File: src/rtl/baser_arb_pkg.sv
// Shared types and constants for the BASE-R checker-port arbiter.
package baser_arb_pkg;

  localparam int LANES       = 4;
  localparam int FRAME_WIDTH = 66;
  localparam int BEAT_WIDTH  = LANES * FRAME_WIDTH;
  localparam int CNT_WIDTH   = 32;

  typedef enum logic {
    ARB_IDLE  = 1'b0,
    ARB_GRANT = 1'b1
  } arb_state_e;

endpackage

File: src/rtl/baser_checker_arbiter_rr_pick.sv
// Rotating-priority picker: first asserted request at or after i_ptr, wrapping.
// Purely combinational, no backpressure.
module rr_pick #(
  parameter int N   = 4,
  parameter int IDW = $clog2(N)
) (
  input  logic [N-1:0]   i_req,
  input  logic [IDW-1:0] i_ptr,
  output logic [N-1:0]   o_onehot,
  output logic [IDW-1:0] o_idx,
  output logic           o_any
);

  localparam logic [IDW:0] NW = (IDW+1)'(N);

  logic [IDW:0]   w_sum;
  logic [IDW-1:0] w_pos;

  // Walk from the farthest offset down so the nearest request wins.
  always_comb begin
    o_onehot = '0;
    o_idx    = '0;
    o_any    = 1'b0;
    w_sum    = '0;
    w_pos    = '0;
    for (int i = N - 1; i >= 0; i--) begin
      w_sum = {1'b0, i_ptr} + (IDW+1)'(i);
      w_pos = (w_sum >= NW) ? IDW'(w_sum - NW) : IDW'(w_sum);
      if (i_req[w_pos]) begin
        o_any           = 1'b1;
        o_idx           = w_pos;
        o_onehot        = '0;
        o_onehot[w_pos] = 1'b1;
      end
    end
  end

endmodule

File: src/rtl/baser_checker_arbiter.sv
// Round-robin share of one 4x66b checker port among NUM_REQ sources; 1-cycle registered output, one IDLE bubble per grant.
// Ready stalls while a beat is pending unaccepted; ARB_TIMEOUT_EN adds an idle-valid watchdog release and o_timeout.
module baser_checker_arbiter
  import baser_arb_pkg::*;
#(
  parameter int FRAME_WIDTH = 66,
  parameter int LANES       = 4,
  parameter int NUM_REQ     = 4,
  parameter int MAX_BURST   = 16,
  parameter int TIMEOUT     = 32
) (
  input  logic                               clk,
  input  logic                               i_rst,
  input  logic [NUM_REQ-1:0]                 i_req_valid,
  input  logic [NUM_REQ-1:0]                 i_req_last,
  input  logic [NUM_REQ*LANES*FRAME_WIDTH-1:0] i_req_data,
  output logic [NUM_REQ-1:0]                 o_req_ready,
  output logic [FRAME_WIDTH-1:0]             o_rx_coded_0,
  output logic [FRAME_WIDTH-1:0]             o_rx_coded_1,
  output logic [FRAME_WIDTH-1:0]             o_rx_coded_2,
  output logic [FRAME_WIDTH-1:0]             o_rx_coded_3,
  output logic                               o_rx_valid,
  input  logic                               i_chk_ready,
  output logic [NUM_REQ-1:0]                 o_grant,
  output logic [$clog2(NUM_REQ)-1:0]         o_grant_id,
  output logic [CNT_WIDTH-1:0]               o_beat_count,
  output logic [CNT_WIDTH-1:0]               o_switch_count
`ifdef ARB_TIMEOUT_EN
  ,
  output logic                               o_timeout
`endif
);

  localparam int IDW = $clog2(NUM_REQ);
  localparam int BW  = LANES * FRAME_WIDTH;

  if (NUM_REQ < 2 || NUM_REQ > 8 || MAX_BURST < 1 || MAX_BURST > 255 ||
      TIMEOUT < 1 || LANES != 4) begin : g_param_chk
    $error("baser_checker_arbiter: parameter out of range");
  end

  arb_state_e             r_state;
  logic [IDW-1:0]         r_ptr;
  logic [NUM_REQ-1:0]     r_grant;
  logic [IDW-1:0]         r_grant_id;
  logic [7:0]             r_burst;
  logic                   r_rx_valid;
  logic [FRAME_WIDTH-1:0] r_lane [LANES];
  logic [CNT_WIDTH-1:0]   r_beat_count;
  logic [CNT_WIDTH-1:0]   r_switch_count;

  logic [NUM_REQ-1:0]     w_pick_onehot;
  logic [IDW-1:0]         w_pick_idx;
  logic                   w_pick_any;
  logic                   w_xfer;
  logic                   w_release;
  logic                   w_timeout;
  logic [BW-1:0]          w_sel_data;
  logic [IDW-1:0]         w_ptr_next;

  rr_pick #(
    .N   (NUM_REQ),
    .IDW (IDW)
  ) u_rr_pick (
    .i_req    (i_req_valid),
    .i_ptr    (r_ptr),
    .o_onehot (w_pick_onehot),
    .o_idx    (w_pick_idx),
    .o_any    (w_pick_any)
  );

  // Ready opens only when the output register is empty or draining this cycle.
  assign o_req_ready = (r_state == ARB_GRANT && (!r_rx_valid || i_chk_ready)) ? r_grant : '0;
  assign w_xfer      = |(i_req_valid & o_req_ready);
  assign w_sel_data  = i_req_data[r_grant_id*BW +: BW];
  assign w_ptr_next  = (r_grant_id == IDW'(NUM_REQ - 1)) ? '0 : r_grant_id + IDW'(1);
  assign w_release   = (w_xfer && (i_req_last[r_grant_id] || r_burst == 8'(MAX_BURST - 1)))
                       || w_timeout;

`ifdef ARB_TIMEOUT_EN
  localparam int TOW = $clog2(TIMEOUT + 1);

  logic [TOW-1:0] r_idle_cnt;
  logic           w_gvld;

  assign w_gvld    = |(i_req_valid & r_grant);
  assign w_timeout = (r_state == ARB_GRANT) && !w_gvld && (r_idle_cnt == TOW'(TIMEOUT - 1));
  assign o_timeout = w_timeout;

  always_ff @(posedge clk) begin
    if (!i_rst) begin
      r_idle_cnt <= '0;
    end else if (r_state != ARB_GRANT || w_gvld || w_timeout) begin
      r_idle_cnt <= '0;
    end else begin
      r_idle_cnt <= r_idle_cnt + TOW'(1);
    end
  end
`else
  assign w_timeout = 1'b0;
`endif

  always_ff @(posedge clk) begin
    if (!i_rst) begin
      r_state        <= ARB_IDLE;
      r_ptr          <= '0;
      r_grant        <= '0;
      r_grant_id     <= '0;
      r_burst        <= '0;
      r_rx_valid     <= 1'b0;
      r_beat_count   <= '0;
      r_switch_count <= '0;
      for (int k = 0; k < LANES; k++) begin
        r_lane[k] <= '0;
      end
    end else begin
      if (w_xfer) begin
        r_rx_valid <= 1'b1;
        for (int k = 0; k < LANES; k++) begin
          r_lane[k] <= w_sel_data[k*FRAME_WIDTH +: FRAME_WIDTH];
        end
      end else if (i_chk_ready) begin
        r_rx_valid <= 1'b0;
      end

      if (r_rx_valid && i_chk_ready) begin
        r_beat_count <= r_beat_count + CNT_WIDTH'(1);
      end

      case (r_state)
        ARB_IDLE: begin
          if (w_pick_any) begin
            r_state        <= ARB_GRANT;
            r_grant        <= w_pick_onehot;
            r_grant_id     <= w_pick_idx;
            r_burst        <= '0;
            r_switch_count <= r_switch_count + CNT_WIDTH'(1);
          end
        end
        ARB_GRANT: begin
          if (w_release) begin
            r_state <= ARB_IDLE;
            r_grant <= '0;
            r_ptr   <= w_ptr_next;
            r_burst <= '0;
          end else if (w_xfer) begin
            r_burst <= r_burst + 8'd1;
          end
        end
        default: r_state <= ARB_IDLE;
      endcase
    end
  end

  assign o_rx_coded_0   = r_lane[0];
  assign o_rx_coded_1   = r_lane[1];
  assign o_rx_coded_2   = r_lane[2];
  assign o_rx_coded_3   = r_lane[3];
  assign o_rx_valid     = r_rx_valid;
  assign o_grant        = r_grant;
  assign o_grant_id     = r_grant_id;
  assign o_beat_count   = r_beat_count;
  assign o_switch_count = r_switch_count;

endmodule

File: config.mk
export PLATFORM = sky130hd
export DESIGN_NAME = baser_checker_arbiter
export DESIGN_NICKNAME = d
export VERILOG_FILES = /design/src/rtl/baser_arb_pkg.sv /design/src/rtl/baser_checker_arbiter_rr_pick.sv /design/src/rtl/baser_checker_arbiter.sv
export SDC_FILE = /design/constraint.sdc
export NUM_CORES = 1
export LEC_CHECK = 0
export CELL_PAD_IN_SITES_DETAIL_PLACEMENT = 1
export CELL_PAD_IN_SITES_GLOBAL_PLACEMENT = 2
export CORE_AREA = 10 10 534 536
export CTS_CLUSTER_SIZE = 12
export DETAILED_ROUTE_END_ITERATION = 8
export DIE_AREA = 0 0 544 546
export GPL_ROUTABILITY_DRIVEN = 1
export PLACE_DENSITY_LB_ADDON = 0.1
export SYNTH_ARGS = -nofsm -noshare
export SYNTH_HDL_FRONTEND = slang
export SYNTH_HIERARCHICAL = 1
export SYNTH_SLANG_ARGS = --single-unit
File: constraint.sdc
create_clock -name clk -period 16.35 [get_ports clk]
set_input_delay 2.4525 -clock clk [delete_from_list [all_inputs] [get_ports clk]]
set_output_delay 2.4525 -clock clk [all_outputs]
set_load 0.02 [all_outputs]
==> key figures <==
Route
  • M1 WL: 80.7 mm
  • ANT nets after route: 0
  • Routed WL per cell: 31.9 um
  • Met3 routed WL: 19.1 mm
  • First-pass detailed-route iteration total: 5
  • Via count: 20532
  • Residual DRC count: 0
  • DR vias/cell: 3.18
  • Drt total wl: 207 mm
  • Initial drt markers: 851
  • Top layer in use: met5
  • Met2 wire len: 103 mm

Setup path
  • Crit path largest cell delay: 0.62 ns
  • Delay-heaviest family, CP: buffers and inverters
  • Critical Path, Cell by Cell: clkdlybuf4s50_1, nand2b_1, and3_1, clkdlybuf4s50_1
  • CP startpoint kind: primary input
  • Critical path's slowest cell: clkdlybuf4s50_1
  • Critical Path RT: 13.90 ns
  • Arr. time, crit path: 4.30 ns
  • Reg2reg start: o_grant_id[0]$_SDFFE_PN0P_
  • Worst-path fanout max: 7
  • Buf/Inv on CP: 2
  • CP endpoint kind: output port
  • Crit path from: i_chk_ready
  • CP Class: in2out
  • CP dominant cell by count: clkdlybuf4s50_1

Clock network
  • Clk root buf: clkbuf_16
  • H-tree Lvls: 2
  • Worst-path clk slew: 0.05 ns
  • Post-CTS setup buffer count: 0
  • CTS buffer count: 57
  • Post-cts sizing count: 0
  • CTS tree: done
  • Longest Clk Path Bufs: 3
  • Hold_buf cts: 0
  • Clock Latency Late Sink: 0.69 ns
  • Clk sink count: 346

Yosys
  • Synth Net Count: 2527
  • Top cell type's share of synthesized area: 38.8%
  • Async SR Flop Fraction: 0%
  • Most frequent cell after synthesis: and3_1
  • Prevailing post-synth register cell: edfxtp_1
  • Mean Syn Cell Area: 14.1 sq um
  • Cell count after synthesis: 1448
  • Synth top cells by count: 272 x and3_1, 265 x mux4_2, 264 x edfxtp_1, 110 x clkbuf_1, 82 x dfxtp_1
  • Distinct cells, synth: 56
  • Register area share after synthesis: 46.8%
  • Area leader, netlist: edfxtp_1
  • #FFs+latches synth: 346
  • EDFF count, synth: 264
  • Top cells by area in the synthesized netlist: edfxtp_1 39%, mux4_2 29%, and3_1 8.3%
  • Post-Syn Area: 0.0205 sq mm
  • Synthesis Warnings: 6

Worst hold path
  • HP Start: o_switch_count[31]$_SDFFE_PN0P_
  • HP Class: reg2reg

Status
  • Outcome: complete, no violations

Die
  • Die area: 0.297 sq mm
  • Die X: 544 um
  • Boundary Pins: 1406
  • Core Area: 0.275 sq mm
  • Height of the die: 546 um
  • Row Count: 193
  • Initial Utilization: 7.44%

Timing
  • # setup viols final: 0
  • Unrepaired setup endpoints after global routing: false
  • Min Tclk post-route: 6.75 ns
  • Final setup TNS: 0 ns
  • Worst-Margin Slew: 1.08 ns
  • Worst hold slack: 0.477 ns
  • Hold violation total from the final report: 0
  • Final Slew Violations: 0
  • Fmax: 148 MHz
  • Setup WS post-layout: 9.60 ns
  • Final worst-path cycle share: 41.3%
  • Clock skew: 0.0278 ns
  • Rel. slew slack: 27.9%

Global route
  • Initial antenna violation count: 155
  • First-pass GRT wire length: 260 mm
  • GRT Util Overall: 13.3%
  • Vias in the first global route: 22638
  • Largest net degree at the start of global routing: 116
  • GRT overflow: 0

Final layout
  • Final nets: 3868
  • Share of layout cells above drive strength 1: 14.0%
  • Area growth, synth to finish: 98.9%
  • Core Util, Final: 14.8%

Place
  • Port-buffer cells: 1405
  • Routability cong.: 0.809
  • Post-place setup slack: 9.57 ns
  • Hpwl dp: 176 mm

Pwr
  • Tot Pwr: 3.26 mW
  • Worst vdd ir: 0.0000838 V
  • PD cells: 80.0 mW/mm^2
  • Pleak: 13.5 nW

Job
  • Max-Cap Viols: 0
layout make-up:
type,count,area [sq um]
fillers,31239,234000
flip-flops and latches,346,9580
clock inverters,38,413
well taps,3607,4510
multi-input cells,934,10200
inverters,17,63.8
clock buffers,66,1540
diodes,25,62.6
repair buffers,1433,14300
cell usage in the layout, fill, tap and decap left out, drive strengths merged, types with 8 or more instances in the layout:
cell type      count
xnor2             14
and3             272
o211ai            11
o21ai             28
nand2             35
nand2b            12
bufinv             8
ha                12
clkbuf            66
o31ai             16
nand4             21
nand3             42
or3               17
buf               29
clkinv            23
mux4             265
clkdlybuf4s50   1404
edfxtp           264
inv               22
nor3               8
xor2               8
or4               23
a21oi             46
nor2              34
dfxtp             82
diode             25
kinds of logic after synthesis:
group	synth area share (%)
AO/OA/AOI/OAI	4.11
XOR/XNOR	0.942
adder cells (fa/ha/maj)	0.734
buffers and inverters	3.34
flip-flops	46.8
multiplexers	29.8
AND/OR/NAND/NOR	14.3
sequential cells by signal, indices dropped and copies added (netlist names):
signal,cells
r_lane,264
o_beat_count,32
o_switch_count,32
r_burst,8
o_grant,4
o_grant_id,2
r_ptr,2
o_rx_valid,1
r_state,1
path summary, 6_finish.rpt:
check                                         end  slack [ns]  depth (start not counted)
hold / removal    o_switch_count[31]$_SDFFE_PN0P_        0.48                          2
hold reg to reg   o_switch_count[31]$_SDFFE_PN0P_        0.48                          2
setup / recovery                   o_req_ready[1]        9.60                          4
setup reg to reg      r_lane[2][60]$_SDFFCE_PN0P_       11.46                          6
layer usage:
metal,up-vias,track usage [%]
met5,-,0
met4,84,1.46
met3,294,5.50
met2,1056,23.8
met1,10363,15.0
li1,8735,-
per-stage QoR:
stage          instances  instance area [sq um]
6_report            6466                  40700
5_1_grt             6443                  40600
4_1_cts             6441                  40600
3_5_place_dp        6337                  38700
3_3_place_gp        6337                  38700
2_1_floorplan       1448                  20500
worst min-delay path: cells and delay by family, from the launching register on:
family	cells	cell delay (ns)
AND/OR/NAND/NOR	1	0.06
multiplexers	1	0.06
flip-flops	1	0.31
power by group:
part / total (mW) / switching (mW) / internal [mW]
combinational: 0.883 / 0.425 / 0.459
sequential: 1.04 / 0.0299 / 1.01
clock: 1.33 / 0.532 / 0.798
Note: power is estimated with default switching activity, not from simulation.
